### src/rtl/vga_timing_gen_pkg.sv
// Shared VGA timing constants, scale encoding and helpers
// for the timing generator and its axis counters.
package vga_timing_pkg;

   localparam int CNT_W     = 11;
   localparam int MAX_TOTAL = 2048;

   typedef enum logic [1:0] {
      SCALE_1X     = 2'd0,
      SCALE_2X     = 2'd1,
      SCALE_4X     = 2'd2,
      SCALE_4X_ALT = 2'd3
   } scale_e;

   typedef struct packed {
      logic [CNT_W-1:0] h_active;
      logic [CNT_W-1:0] h_fp;
      logic [CNT_W-1:0] h_sync;
      logic [CNT_W-1:0] h_bp;
      logic [CNT_W-1:0] v_active;
      logic [CNT_W-1:0] v_fp;
      logic [CNT_W-1:0] v_sync;
      logic [CNT_W-1:0] v_bp;
      logic             h_pol;
      logic             v_pol;
   } vga_timing_t;

   localparam vga_timing_t SVGA_800x600_60 = '{
      h_active: 11'd800, h_fp: 11'd40, h_sync: 11'd128, h_bp: 11'd88,
      v_active: 11'd600, v_fp: 11'd1,  v_sync: 11'd4,   v_bp: 11'd23,
      h_pol:    1'b1,    v_pol: 1'b1
   };

   localparam vga_timing_t VGA_640x480_60 = '{
      h_active: 11'd640, h_fp: 11'd16, h_sync: 11'd96, h_bp: 11'd48,
      v_active: 11'd480, v_fp: 11'd10, v_sync: 11'd2,  v_bp: 11'd33,
      h_pol:    1'b0,    v_pol: 1'b0
   };

   // Both 4x encodings collapse to a shift of two.
   function automatic logic [1:0] scale_shift(input logic [1:0] s);
      logic [1:0] sh;
      unique case (s)
         SCALE_1X: sh = 2'd0;
         SCALE_2X: sh = 2'd1;
         default:  sh = 2'd2;
      endcase
      return sh;
   endfunction

endpackage

### src/rtl/vga_timing_gen_if.sv
// Axis counter status bundle and the video output bundle
// seen by a consumer of the timing generator.
interface vga_axis_if;
   logic [10:0] count;
   logic        wrap;
   logic        in_active;
   logic        in_sync;

   modport master (output count, wrap, in_active, in_sync);
   modport slave  (input  count, wrap, in_active, in_sync);
endinterface


### src/rtl/vga_timing_gen_axis_counter.sv
// One timing axis: counts active, front porch, sync, back porch
// and flags the active and sync segments of the current count.
module vga_axis_counter
   import vga_timing_pkg::*;
#(
   parameter int ACTIVE = 800,
   parameter int FP     = 40,
   parameter int SYNC   = 128,
   parameter int BP     = 88,
   parameter int POL    = 1
) (
   input  logic        clock,
   input  logic        reset,
   input  logic        i_tick,
   vga_axis_if.master  o_axis
);

   localparam int TOTAL   = ACTIVE + FP + SYNC + BP;
   localparam int SYNC_LO = ACTIVE + FP;
   localparam int SYNC_HI = SYNC_LO + SYNC;

   localparam logic [CNT_W-1:0] L_LAST = CNT_W'(TOTAL - 1);
   localparam logic [CNT_W-1:0] L_ACT  = CNT_W'(ACTIVE);
   localparam logic [CNT_W-1:0] L_SLO  = CNT_W'(SYNC_LO);
   localparam logic [CNT_W-1:0] L_SHI  = CNT_W'(SYNC_HI);

   if (TOTAL > MAX_TOTAL || ACTIVE < 1 || FP < 1 || SYNC < 1 ||
       BP < 1 || POL < 0 || POL > 1) begin : g_bad_cfg
      $error("vga_axis_counter: invalid timing parameters");
   end

   logic [CNT_W-1:0] r_count;
   logic             w_last;

   assign w_last = (r_count == L_LAST);

   always_ff @(posedge clock) begin
      if (reset) begin
         r_count <= '0;
      end else if (i_tick) begin
         r_count <= w_last ? '0 : r_count + 1'b1;
      end
   end

   assign o_axis.count     = r_count;
   assign o_axis.wrap      = i_tick & w_last;
   assign o_axis.in_active = (r_count < L_ACT);
   assign o_axis.in_sync   = (r_count >= L_SLO) && (r_count < L_SHI);

endmodule

### src/rtl/vga_timing_gen.sv
// VGA/SVGA raster timing with pixel replication; every output
// is registered one cycle after the h/v counter state.
module vga_timing_gen
   import vga_timing_pkg::*;
#(
   parameter int H_ACTIVE = int'(SVGA_800x600_60.h_active),
   parameter int H_FP     = int'(SVGA_800x600_60.h_fp),
   parameter int H_SYNC   = int'(SVGA_800x600_60.h_sync),
   parameter int H_BP     = int'(SVGA_800x600_60.h_bp),
   parameter int V_ACTIVE = int'(SVGA_800x600_60.v_active),
   parameter int V_FP     = int'(SVGA_800x600_60.v_fp),
   parameter int V_SYNC   = int'(SVGA_800x600_60.v_sync),
   parameter int V_BP     = int'(SVGA_800x600_60.v_bp),
   parameter int H_POL    = int'(SVGA_800x600_60.h_pol),
   parameter int V_POL    = int'(SVGA_800x600_60.v_pol)
) (
   input  logic             clock,
   input  logic             reset,
   input  logic [1:0]       scale,
   output logic             o_hsync,
   output logic             o_vsync,
   output logic             o_blank,
   output logic             o_sync,
   output logic             o_clock,
   output logic [CNT_W-1:0] o_x,
   output logic [CNT_W-1:0] o_y,
   output logic             o_active,
   output logic             o_line_start,
   output logic             o_frame_start,
   output logic             o_vblank
);

   localparam logic L_HP = (H_POL != 0);
   localparam logic L_VP = (V_POL != 0);

   vga_axis_if w_h ();
   vga_axis_if w_v ();

   vga_axis_counter #(
      .ACTIVE (H_ACTIVE),
      .FP     (H_FP),
      .SYNC   (H_SYNC),
      .BP     (H_BP),
      .POL    (H_POL)
   ) u_h_axis (
      .clock  (clock),
      .reset  (reset),
      .i_tick (1'b1),
      .o_axis (w_h)
   );

   vga_axis_counter #(
      .ACTIVE (V_ACTIVE),
      .FP     (V_FP),
      .SYNC   (V_SYNC),
      .BP     (V_BP),
      .POL    (V_POL)
   ) u_v_axis (
      .clock  (clock),
      .reset  (reset),
      .i_tick (w_h.wrap),
      .o_axis (w_v)
   );

   logic [1:0]       r_shift;
   logic             w_vis;
   logic             w_h0;
   logic [CNT_W-1:0] w_x;
   logic [CNT_W-1:0] w_y;

   // Vertical wrap only fires on the last pixel of the frame.
   always_ff @(posedge clock) begin
      if (reset) begin
         r_shift <= '0;
      end else if (w_v.wrap) begin
         r_shift <= scale_shift(scale);
      end
   end

   assign w_vis = w_h.in_active & w_v.in_active;
   assign w_h0  = (w_h.count == '0);
   assign w_x   = w_vis ? (w_h.count >> r_shift) : '0;
   assign w_y   = w_vis ? (w_v.count >> r_shift) : '0;

   always_ff @(posedge clock) begin
      if (reset) begin
         o_hsync       <= ~L_HP;
         o_vsync       <= ~L_VP;
         o_blank       <= 1'b0;
         o_active      <= 1'b0;
         o_x           <= '0;
         o_y           <= '0;
         o_line_start  <= 1'b0;
         o_frame_start <= 1'b0;
         o_vblank      <= 1'b0;
      end else begin
         o_hsync       <= w_h.in_sync ? L_HP : ~L_HP;
         o_vsync       <= w_v.in_sync ? L_VP : ~L_VP;
         o_blank       <= w_vis;
         o_active      <= w_vis;
         o_x           <= w_x;
         o_y           <= w_y;
         o_line_start  <= w_h0 & w_v.in_active;
         o_frame_start <= w_h0 & (w_v.count == '0);
         o_vblank      <= ~w_v.in_active;
      end
   end

   assign o_sync  = 1'b1;
   assign o_clock = clock;

endmodule

### config.mk
export PLATFORM = sky130hd
export DESIGN_NAME = vga_timing_gen
export DESIGN_NICKNAME = d
export VERILOG_FILES = /design/src/rtl/vga_timing_gen_pkg.sv /design/src/rtl/vga_timing_gen_if.sv /design/src/rtl/vga_timing_gen_axis_counter.sv /design/src/rtl/vga_timing_gen.sv
export SDC_FILE = /design/constraint.sdc
export NUM_CORES = 1
export LEC_CHECK = 0
export CAP_MARGIN = 15
export CORE_MARGIN = 8
export CORE_UTILIZATION = 49
export DETAILED_ROUTE_END_ITERATION = 12
export PLACE_DENSITY = 0.83
export SLEW_MARGIN = 30
export SYNTH_ARGS = -nofsm -noshare
export SYNTH_HDL_FRONTEND = slang
export SYNTH_SLANG_ARGS = --single-unit
export TNS_END_PERCENT = 30
### constraint.sdc
create_clock -name clock -period 1.8 [get_ports clock]
set_input_delay 0.36 -clock clock [delete_from_list [all_inputs] [get_ports clock]]
set_output_delay 0.36 -clock clock [all_outputs]
set_load 0.05 [all_outputs]
After elaboration in Yosys (flattened, before gate mapping)
Index checks and enable logic that the tools add are counted.
Operators by class
  $add $sub $neg: 2
  $lt $le $gt $ge: 6
  equality and inequality tests: 3
  shifts and indexed selects: 2
  mux-type cells: 4
  bitwise gates (word level): 6
  reductions and logical operators: 7
Operators with widths (count)
  $lt 11x10->1 const B: 4
  $add 11x1->11 const B: 2
  $ge 11x10->1 const B: 2
  $logic_not 11->1: 2
  $shr 11x2->11: 2
  $eq 11x10->1 const B: 1
  $eq 11x11->1 const B: 1
  $mux 11: 1
  $and 1x1->1: 4
  $pmux 2 s2: 1
  $reduce_or 2->1: 2
  $eq 2x1->1 const B: 1
  $logic_and 1x1->1: 2
  $logic_not 2->1: 1
  $mux 1: 2
  $not 1->1: 2
Word-level totals
  bits in registers: 52
  input bits: 4

Longest topological paths before layout
  depth after elaboration: 4
  mapped depth: 7

Modules after synthesis
Synthesis repeated with hierarchy kept, for this count alone.
Unflattened totals
  cell total of the unflattened synthesis: 243
  area, all modules: 2571.2 µm²
Modules (own cells, without submodules)
  vga_timing_gen: instances 1, cells an instance 110, area an instance 1400.1 µm²
  vga_axis_counter (u_v_axis): instances 1, cells an instance 70, area an instance 601.8 µm²
  vga_axis_counter (u_h_axis): instances 1, cells an instance 63, area an instance 569.3 µm²

==> flow_summary.yaml <==
final_layout:
  diodes: 0
  area_growth_syn_to_layout_pct: 23.7
  final_util_pct: 62.2
  multi_input_area_sq_um: 1340
  drive_gt1_share_pct: 30.4
  fillerInstances: 410
  seq_area_sq_um: 1040
  fin_area_sq_um: 3140
  mostFrequentLayoutCells: "58 x buf_4, 52 x dfxtp_1, 23 x nor2_1, 17 x nor2b_1"
  layout.nets: 317
  final_common_cell: "buf_4"
routing:
  vias: 2045
  viasPerCell: 5.40
  wl_met3_um: 436
  met2WireLength_um: 2520
  ant_nets: 0
  wl_met1_um: 2310
  wirelength_um: 5390
  drc_errors: 0
  top_layer: "met4"
  post_drt_wl_per_cell_um: 14.2
  first_pass_iters: 4
  drt_iter0_drc: 227
timing:
  hold_viol: 0
  fin_ws_ps: 85.2
  fmaxAchievable_ghz: 0.583
  skew_ps: 10.6
  timing.final.crit_period_ps: 1710
  slew_viol_final: 0
  post-route-period-util_pct: 95.3
  finalSetupViolCount: 0
  rsz0062_at_grt: "false"
global_routing:
  grt_pass1_vias: 1926
  grt_first_pass_wirelength_um: 9110
  grt_start_max_net_pins: 27
  grt-ovfl-total: 0
  antenna_found_initial: 0
  track_usage_pct: 15.6
critical_path:
  critPathKind: "flip-flop to flip-flop"
  cp.arrival_ps: 2010
  endpoint_kind: "flip-flop"
  crit_required_ps: 2090
  rrSetupSlack_ps: 90
  reg2reg_depth: 4
  worstPathMaxFanout: 9
  r2r_end: "u_v_axis.o_axis.count[4]$_SDFFE_PP0N_"
  critPathLaunchType: "flip-flop"
  worstReg2RegStart: "u_v_axis.o_axis.count[7]$_SDFFE_PP0N_"
place:
  dp_slack_ps: -132
  dp_hpwl_um: 3900
  place.gp.congestion: 0.915
  portBuffers: 33
  placed_cell_area_sq_um: 3010
floorplanning:
  rows: 26
  die_y_um: 88.0
  die_w_um: 88.0
  coreArea_sq_um: 5040
  dieArea_sq_um: 7740
  ios: 35
  initial_utilization_pct: 50.3
logic_synthesis:
  synth_area_leaders: "dfxtp_1 41%, mux4_2 11%, nor2b_1 4.2%"
  synth_seq_cells: 52
  synth_warnings: 0
  synth_area_sq_um: 2540
  async_reset_ff_share_pct: 0
  ys_seq_area_share_pct: 41.0
  syn_inst: 261
  synth_top_area_cell: "dfxtp_1"
  synth-edff-count: 0
  synth.avg_cell_area_sq_um: 9.72
  synth_flop_cell: "dfxtp_1"
  synth.distinct_cells: 44
  synth_top_area_share_pct: 41.0
power:
  power_mw: 2.28
  power_density_nw_per_um2: 727
  leakagePower_nw: 1.25
  peakVddDrop_v: 0.000327
cts:
  clk_pin_slew_ps: 100
  post-cts-setup-buffers: 0
  cts_tree: "done"
  clkLatencyLatePin_ps: 420
flow_run:
  maxCapViolCount: 0
worst_hold_path:
  worstHoldPathType: "primary input to flip-flop"
  hp-start: "scale[0]"
  hold_path_depth: 3
  hold_end: "r_shift[0]$_SDFFE_PP0P_"
outcome:
  status: "finished clean"
[registers in the layout, indices dropped and copies added, names as in the netlist]
register               flops
o_active                   1
o_frame_start              1
o_hsync                    1
o_line_start               1
o_vblank                   1
o_vsync                    1
o_x                       11
o_y                       11
r_shift                    2
u_h_axis.o_axis.count     11
u_v_axis.o_axis.count     11
[cells by family (layout without fill, tap and decap cells)]
| family | Yosys count | after routing | synth area share [%] |
|---|---|---|---|
| AO/OA/AOI/OAI | 34 | 34 | 9.07 |
| XOR/XNOR | 13 | 13 | 4.49 |
| adder cells (fa/ha/maj) | 5 | 5 | 2.47 |
| buffers and inverters | 36 | 83 | 6.46 |
| flip-flops | 52 | 52 | 41.0 |
| multiplexers | 16 | 16 | 12.2 |
| other | 2 | 3 | 0.296 |
| AND/OR/NAND/NOR | 103 | 103 | 24.0 |
[cell usage after synthesis (6+ instances only)]
master / number
nand4_1: 9
or3_1: 7
buf_2: 8
nand2_1: 12
mux4_2: 12
a21oi_1: 10
nor2b_1: 17
and3_1: 6
nor2_1: 23
o21ai_0: 8
nand3_1: 6
nor3_1: 6
xor2_1: 9
clkbuf_1: 13
dfxtp_1: 52
inv_1: 8
[power by group]
part           total, mW  leakage [nW]  internal (mW)  switching [mW]
Combinational      0.161         0.763         0.0595           0.102
Clock              0.946        0.0669          0.434           0.512
Sequential          1.17         0.421           1.17         0.00666
[metal layers]
metal  track usage [%]  up-vias
met2              23.9       73
met1              17.8      962
met3              5.07        9
met4              11.3        0
li1                  -     1001
met5                 0        -
[per-stage QoR]
stage          TNS [ps]  cells  hold WS (ps)
6_report              0    379           544
5_1_grt               0    379           575
4_1_cts               0    379           537
3_5_place_dp       -369    368           531
3_3_place_gp       -378    368           529
2_1_floorplan         0    262           450
[worst max-delay path, stage by stage (launching register included)]
cell	delay [ps]
dfxtp_1	370
or3_1	460
nand4bb_4	270
o21bai_2	390
nor2_1	90
[area by class of cell]
cell class,count,area share (%)
Sequential cell,52,33.2
Timing Repair Buffer,63,16.1
Tap cell,70,2.79
Multi-Input combinational cell,174,42.7
Clock inverter,2,0.518
Clock buffer,10,3.79
Inverter,8,0.957
[what timing repair did]
item                       CTS  global route
hold buffers                 0             0
gates resized for setup      5             2
setup endpoints to repair    1             8
gates cloned                 0             0
pin swaps                    0             1
[worst max-delay path by stage]
stage | end | slack (ps) | start
floorplan | u_v_axis.o_axis.count[8]$_SDFFE_PP0N_ | 30 | u_h_axis.o_axis.count[0]$_SDFF_PP0_
global placement | o_clock | -130 | clock
detailed placement | o_clock | -130 | clock
CTS | u_v_axis.o_axis.count[7]$_SDFFE_PP0N_ | 50 | u_h_axis.o_axis.count[0]$_SDFF_PP0_
global route | u_v_axis.o_axis.count[3]$_SDFFE_PP0N_ | 1 | u_v_axis.o_axis.count[7]$_SDFFE_PP0N_
finish | u_v_axis.o_axis.count[4]$_SDFFE_PP0N_ | 90 | u_v_axis.o_axis.count[7]$_SDFFE_PP0N_
No activity file was read; power rests on OpenSTA's default activity.
